$ cat src/rtl/encoder_4x2_queued_pkg.sv
// Shared widths and helpers for the queued 4-to-2 encoder.
// Latency: none (constants and pure functions only).
// Backpressure: not applicable.
package encoder_4x2_queued_pkg;

  localparam int N_REQ  = 4;
  localparam int CODE_W = 2;

  // One-hot mask for a code, used to retire the granted line from the pending set.
  function automatic logic [N_REQ-1:0] code_mask(input logic [CODE_W-1:0] code);
    return N_REQ'(1) << code;
  endfunction

endpackage

$ cat src/rtl/encoder_4x2_queued_prio_enc.sv
// Lowest-set-index priority encoder: line 0 has the highest priority.
// Latency: purely combinational.
// Backpressure: none; any flags whether index is meaningful.
module prio_enc_4x2
  import encoder_4x2_queued_pkg::*;
(
  input  logic [N_REQ-1:0]  c,
  output logic [CODE_W-1:0] index,
  output logic              any
);

  // Scan from the top so that lower set bits overwrite higher ones.
  always_comb begin
    index = '0;
    any   = |c;
    for (int i = N_REQ - 1; i >= 0; i--) begin
      if (c[i]) index = CODE_W'(i);
    end
  end

endmodule

$ cat src/rtl/encoder_4x2_queued.sv
// Queued 4-to-2 encoder: captures request lines, issues one code at a time.
// Latency: one cycle from capture to y/v when the slot is free and nothing higher pends.
// Backpressure: v && !rdy holds y/v; new requests accumulate in p, duplicates pulse drop.
module encoder_4x2_queued
  import encoder_4x2_queued_pkg::*;
#(
  parameter int EDGE = 0
) (
  input  logic              clk,
  input  logic              rst_n,
  input  logic [0:N_REQ-1]  w,
  input  logic              en,
  input  logic              rdy,
  output logic [CODE_W-1:0] y,
  output logic              v,
  output logic              drop,
  output logic              busy
);

  logic [N_REQ-1:0]  w_vec;
  logic [N_REQ-1:0]  w_prev;
  logic [N_REQ-1:0]  p;
  logic [N_REQ-1:0]  s;
  logic [N_REQ-1:0]  c;
  logic [CODE_W-1:0] idx;
  logic              any;
  logic              slot_free;

  // Re-index the [0:3] port so bit i of every internal vector is request line i.
  always_comb begin
    for (int i = 0; i < N_REQ; i++) begin
      w_vec[i] = w[i];
    end
  end

  // Captured requests this cycle, then merged with what is already pending.
  always_comb begin
    if (!en) begin
      s = '0;
    end else if (EDGE != 0) begin
      s = w_vec & ~w_prev;
    end else begin
      s = w_vec;
    end
    c         = p | s;
    slot_free = !v || rdy;
  end

  prio_enc_4x2 u_prio (
    .c     (c),
    .index (idx),
    .any   (any)
  );

  // Output slot, pending set and edge-detect history.
  always_ff @(posedge clk or negedge rst_n) begin
    if (!rst_n) begin
      y      <= '0;
      v      <= 1'b0;
      drop   <= 1'b0;
      p      <= '0;
      w_prev <= '0;
    end else begin
      w_prev <= w_vec;
      // A line re-requested while already pending is merged; flag it.
      drop   <= |(s & p);
      if (slot_free) begin
        if (any) begin
          y <= idx;
          v <= 1'b1;
          p <= c & ~code_mask(idx);
        end else begin
          v <= 1'b0;
          p <= '0;
        end
      end else begin
        p <= c;
      end
    end
  end

  assign busy = v | (|p);

endmodule

$ cat config.mk
export PLATFORM = sky130hd
export DESIGN_NAME = encoder_4x2_queued
export DESIGN_NICKNAME = d
export VERILOG_FILES = /design/src/rtl/encoder_4x2_queued_pkg.sv /design/src/rtl/encoder_4x2_queued_prio_enc.sv /design/src/rtl/encoder_4x2_queued.sv
export SDC_FILE = /design/constraint.sdc
export NUM_CORES = 1
export LEC_CHECK = 0
export BUFFER_PORTS_ARGS = -buffer_cell sky130_fd_sc_hd__buf_2
export CAP_MARGIN = 20
export CORE_AREA = 2 2 39 41
export CTS_CLUSTER_DIAMETER = 80
export DETAILED_ROUTE_END_ITERATION = 10
export DIE_AREA = 0 0 41 43
export PLACE_DENSITY = 0.62
export SYNTH_ARGS = -nofsm -noshare
export SYNTH_HDL_FRONTEND = slang
export SYNTH_SLANG_ARGS = --single-unit
$ cat constraint.sdc
create_clock -name clk -period 1 [get_ports clk]
set_input_delay 0.05 -clock clk [delete_from_list [all_inputs] [get_ports clk]]
set_output_delay 0.05 -clock clk [all_outputs]
set_load 0.05 [all_outputs]
==> flow_metrics.env <==
export IMPL_area_growth_pct=64.5
export IMPL_syn_area_um2=384
export IMPL_p_leak_uw=0.000288
export IMPL_cts_made_buffers=3
export IMPL_synth_main_ff_cell="dfrtp_1"
export IMPL_layout_drive_gt1_share_pct=60.0
export IMPL_grt_pass1_vias=364
export IMPL_fillers=130
export IMPL_grt_pass1_wl_um=1480
export IMPL_highest_signal_layer="met4"
export IMPL_dpl_hpwl_um=695
export IMPL_wl_met1_um=376
export IMPL_synth_warnings=0
export IMPL_arrival_ns=1.06
export IMPL_cp_required_ns=0.95
export IMPL_fp_dieW_um=41
export IMPL_r2r_start="p[0]"
export IMPL_ant_nets=0
export IMPL_synth_commonest_cells="dfrtp_1 (8), a21oi_2 (3), nand2_1 (3), nor2_1 (3)"
export IMPL_grt_util_all_layers_pct=13.4
export IMPL_seq_area_frac_synth_pct=52.1
export IMPL_status="finished with violations"
export IMPL_path_max_fanout=2
export IMPL_netlist_instances=35
export IMPL_fp_dieH_um=43
export IMPL_num_antenna_cells=0
export IMPL_synth_edff_count=0
export IMPL_ir_worst_vdd_mv=0.721
export IMPL_final_setup_viol_count=7
export IMPL_clk_pin_slew_ns=0.06
export IMPL_maxSlewHeadroom_pct=78.8
export IMPL_post_drt_via_cell_ratio=4.86
export IMPL_crit_type="reg -> out"
export IMPL_yosysUniqueCellTypes=20
export IMPL_tightest_slew_ns=0.316
export IMPL_design_area_um2=632
export IMPL_synthesis_nets=43
export IMPL_crit_start="p[0]"
export IMPL_fin_skew_ns=0.00259
export IMPL_met2_length_um=415
export IMPL_h_tree_depth=1
export IMPL_hold_violations=0
export IMPL_fin_nets=69
export IMPL_yosys_area_top_type="dfrtp_1"
export IMPL_grt_overflow_total=0
export IMPL_rows=14
export IMPL_pre_cts_ws_ns=-0.0530
export IMPL_vias=369
export IMPL_first_iter_violations=2
export IMPL_fin_ws_ns=-0.108
export IMPL_yosys_area_top_type_share_pct=52.1
export IMPL_max_freq_mhz=903
export IMPL_finalNonFillerCells=76
export IMPL_fin_crit_sh_pct=111
export IMPL_crit_path_end_kind="primary output"
export IMPL_met3WireLength_um=46
export IMPL_drt_pass1_iter_count=4
export IMPL_start_util_pct=27.8
export IMPL_maxCapViolCount=0
export IMPL_clkLatencyLatePin_ns=0.26
export IMPL_finalMaxSlewViolations=0
export IMPL_rsz0062_at_grt="yes"
export IMPL_root_buffer="clkbuf_4"
export IMPL_place_congestion=0.716
export IMPL_fin_crit_ns=1.11
export IMPL_hold_class="in -> reg"
export IMPL_coreArea_mm2=0.00138
export IMPL_ios=13
export IMPL_cts_tree="built"
export IMPL_drc=0
export IMPL_ys_ff_latch=8
export IMPL_routed_wl_um=871
export IMPL_wl_per_cell_um=11.5
export IMPL_grt_start_max_net_pins=9
export IMPL_synthArstFlopShare_pct=100
export IMPL_cp_start_kind="flip-flop"
export IMPL_violations="setup timing"
export IMPL_numPortBuffers=12
export IMPL_min_delay_start="en"
export IMPL_numClockSinks=8
export IMPL_cts_buffer_depth=2
export IMPL_placement_cell_area_um2=510
export IMPL_syn_avg_cell_area_um2=11.0
export IMPL_dp_cells=67
export IMPL_yosysMostFrequentCell="dfrtp_1"
export IMPL_p_per_area_mw_per_mm2=1630
export IMPL_synthTopCellsByArea="dfrtp_1 (52%), a21oi_2 (6.8%), o2bb2a_4 (5.2%), a22oi_1 (3.9%), a21boi_2 (2.9%)"
export IMPL_die_area_mm2=0.00176
export IMPL_antenna_found_initial=0
==> where the power goes <==
group | leakage (uW) | switching [uW] | total [uW] | internal, uW
Clock | 0.0000150 | 120 | 273 | 153
Sequential | 0.0000920 | 42.1 | 412 | 370
Combinational | 0.000181 | 189 | 347 | 159
==> critical path, cell delays in order (launching register included) <==
cell and delay [ns]:
dfrtp_1 0.39, nor3_2 0.18, nand2_1 0.08, buf_6 0.15
==> final cells by class <==
type	instances	area, um^2	area share (%)
Multi-Input combinational cell	26	226	35.8
Sequential cell	8	201	31.9
Timing Repair Buffer	21	154	24.4
Clock buffer	4	26.3	4.16
Tap cell	16	20.0	3.17
Inverter	1	3.75	0.594
==> metal layers <==
layer / up-vias / track usage, %
met2: 12 / 19.1
met1: 168 / 15.7
met4: 0 / 12.0
met3: 4 / 3.14
li1: 185 / -
met5: - / 0
==> stage by stage <==
stage / hold WS, ns / TNS (ns) / util (%) / power [uW]
2_1_floorplan: -0.246 / -0.217 / - / 595
3_3_place_gp: -0.0931 / -0.0148 / 36.9 / 695
3_5_place_dp: -0.0949 / -0.0788 / 36.9 / 701
4_1_cts: 0.113 / -0.570 / 45.4 / 1040
5_1_grt: 0.117 / -0.964 / 45.7 / 1100
6_report: 0.114 / -0.515 / 45.7 / 1030
==> state kept, by name (all words and copies together) (netlist names) <==
name,flops
y,2
v,1
drop,1
p,4
==> path summary, 6_finish.rpt <==
check | slack [ns] | cells after the start | end
worst max register to register | -0.10 | 5 | y[1]
worst max-delay path | -0.11 | 3 | busy
worst min register to register | 0.53 | 2 | y[0]
min in group asynchronous | 0.16 | 2 | p[1]
worst min-delay path | 0.11 | 2 | drop
max in group asynchronous | 0.65 | 2 | v
==> kinds of logic (layout without fill, tap and decap cells) <==
group                  Yosys count  count (layout)  synth area share [%]
flip-flops                       8               8                  52.1
buffers and inverters            1              26                 0.976
AND/OR/NAND/NOR                 11              11                  14.7
AO/OA/AOI/OAI                   15              15                  32.3
==> repair_timing <==
item / in CTS / in global routing
endpoints found under the setup margin: 4 / 10
setup buffers: 4 / 0
gates resized for setup: 12 / 2
endpoints found under the hold margin: 8 / 0
hold buffers: 1 / 0
pin swaps: 4 / 0
==> placed cells by master, fill, tap and decap left out <==
| master | instances |
|---|---|
| o21ai_1 | 1 |
| nand2_1 | 3 |
| a21oi_4 | 1 |
| a31oi_1 | 1 |
| a21boi_2 | 1 |
| buf_4 | 6 |
| nand3_2 | 1 |
| clkbuf_4 | 3 |
| a21oi_2 | 2 |
| dfrtp_1 | 7 |
| a21oi_1 | 2 |
| nor2_1 | 2 |
| inv_1 | 1 |
| buf_8 | 1 |
| nor3_2 | 1 |
| nor2_4 | 1 |
| buf_6 | 3 |
| o2bb2a_4 | 1 |
| o22ai_1 | 1 |
| buf_2 | 10 |
| nor2b_4 | 1 |
| clkbuf_1 | 1 |
| and3_4 | 1 |
| a21boi_1 | 2 |
| a21o_4 | 1 |
| dlygate4sd3_1 | 1 |
| a22oi_1 | 2 |
| nand2b_4 | 1 |
| dfrtp_2 | 1 |
(Power assumes the default switching activity.)
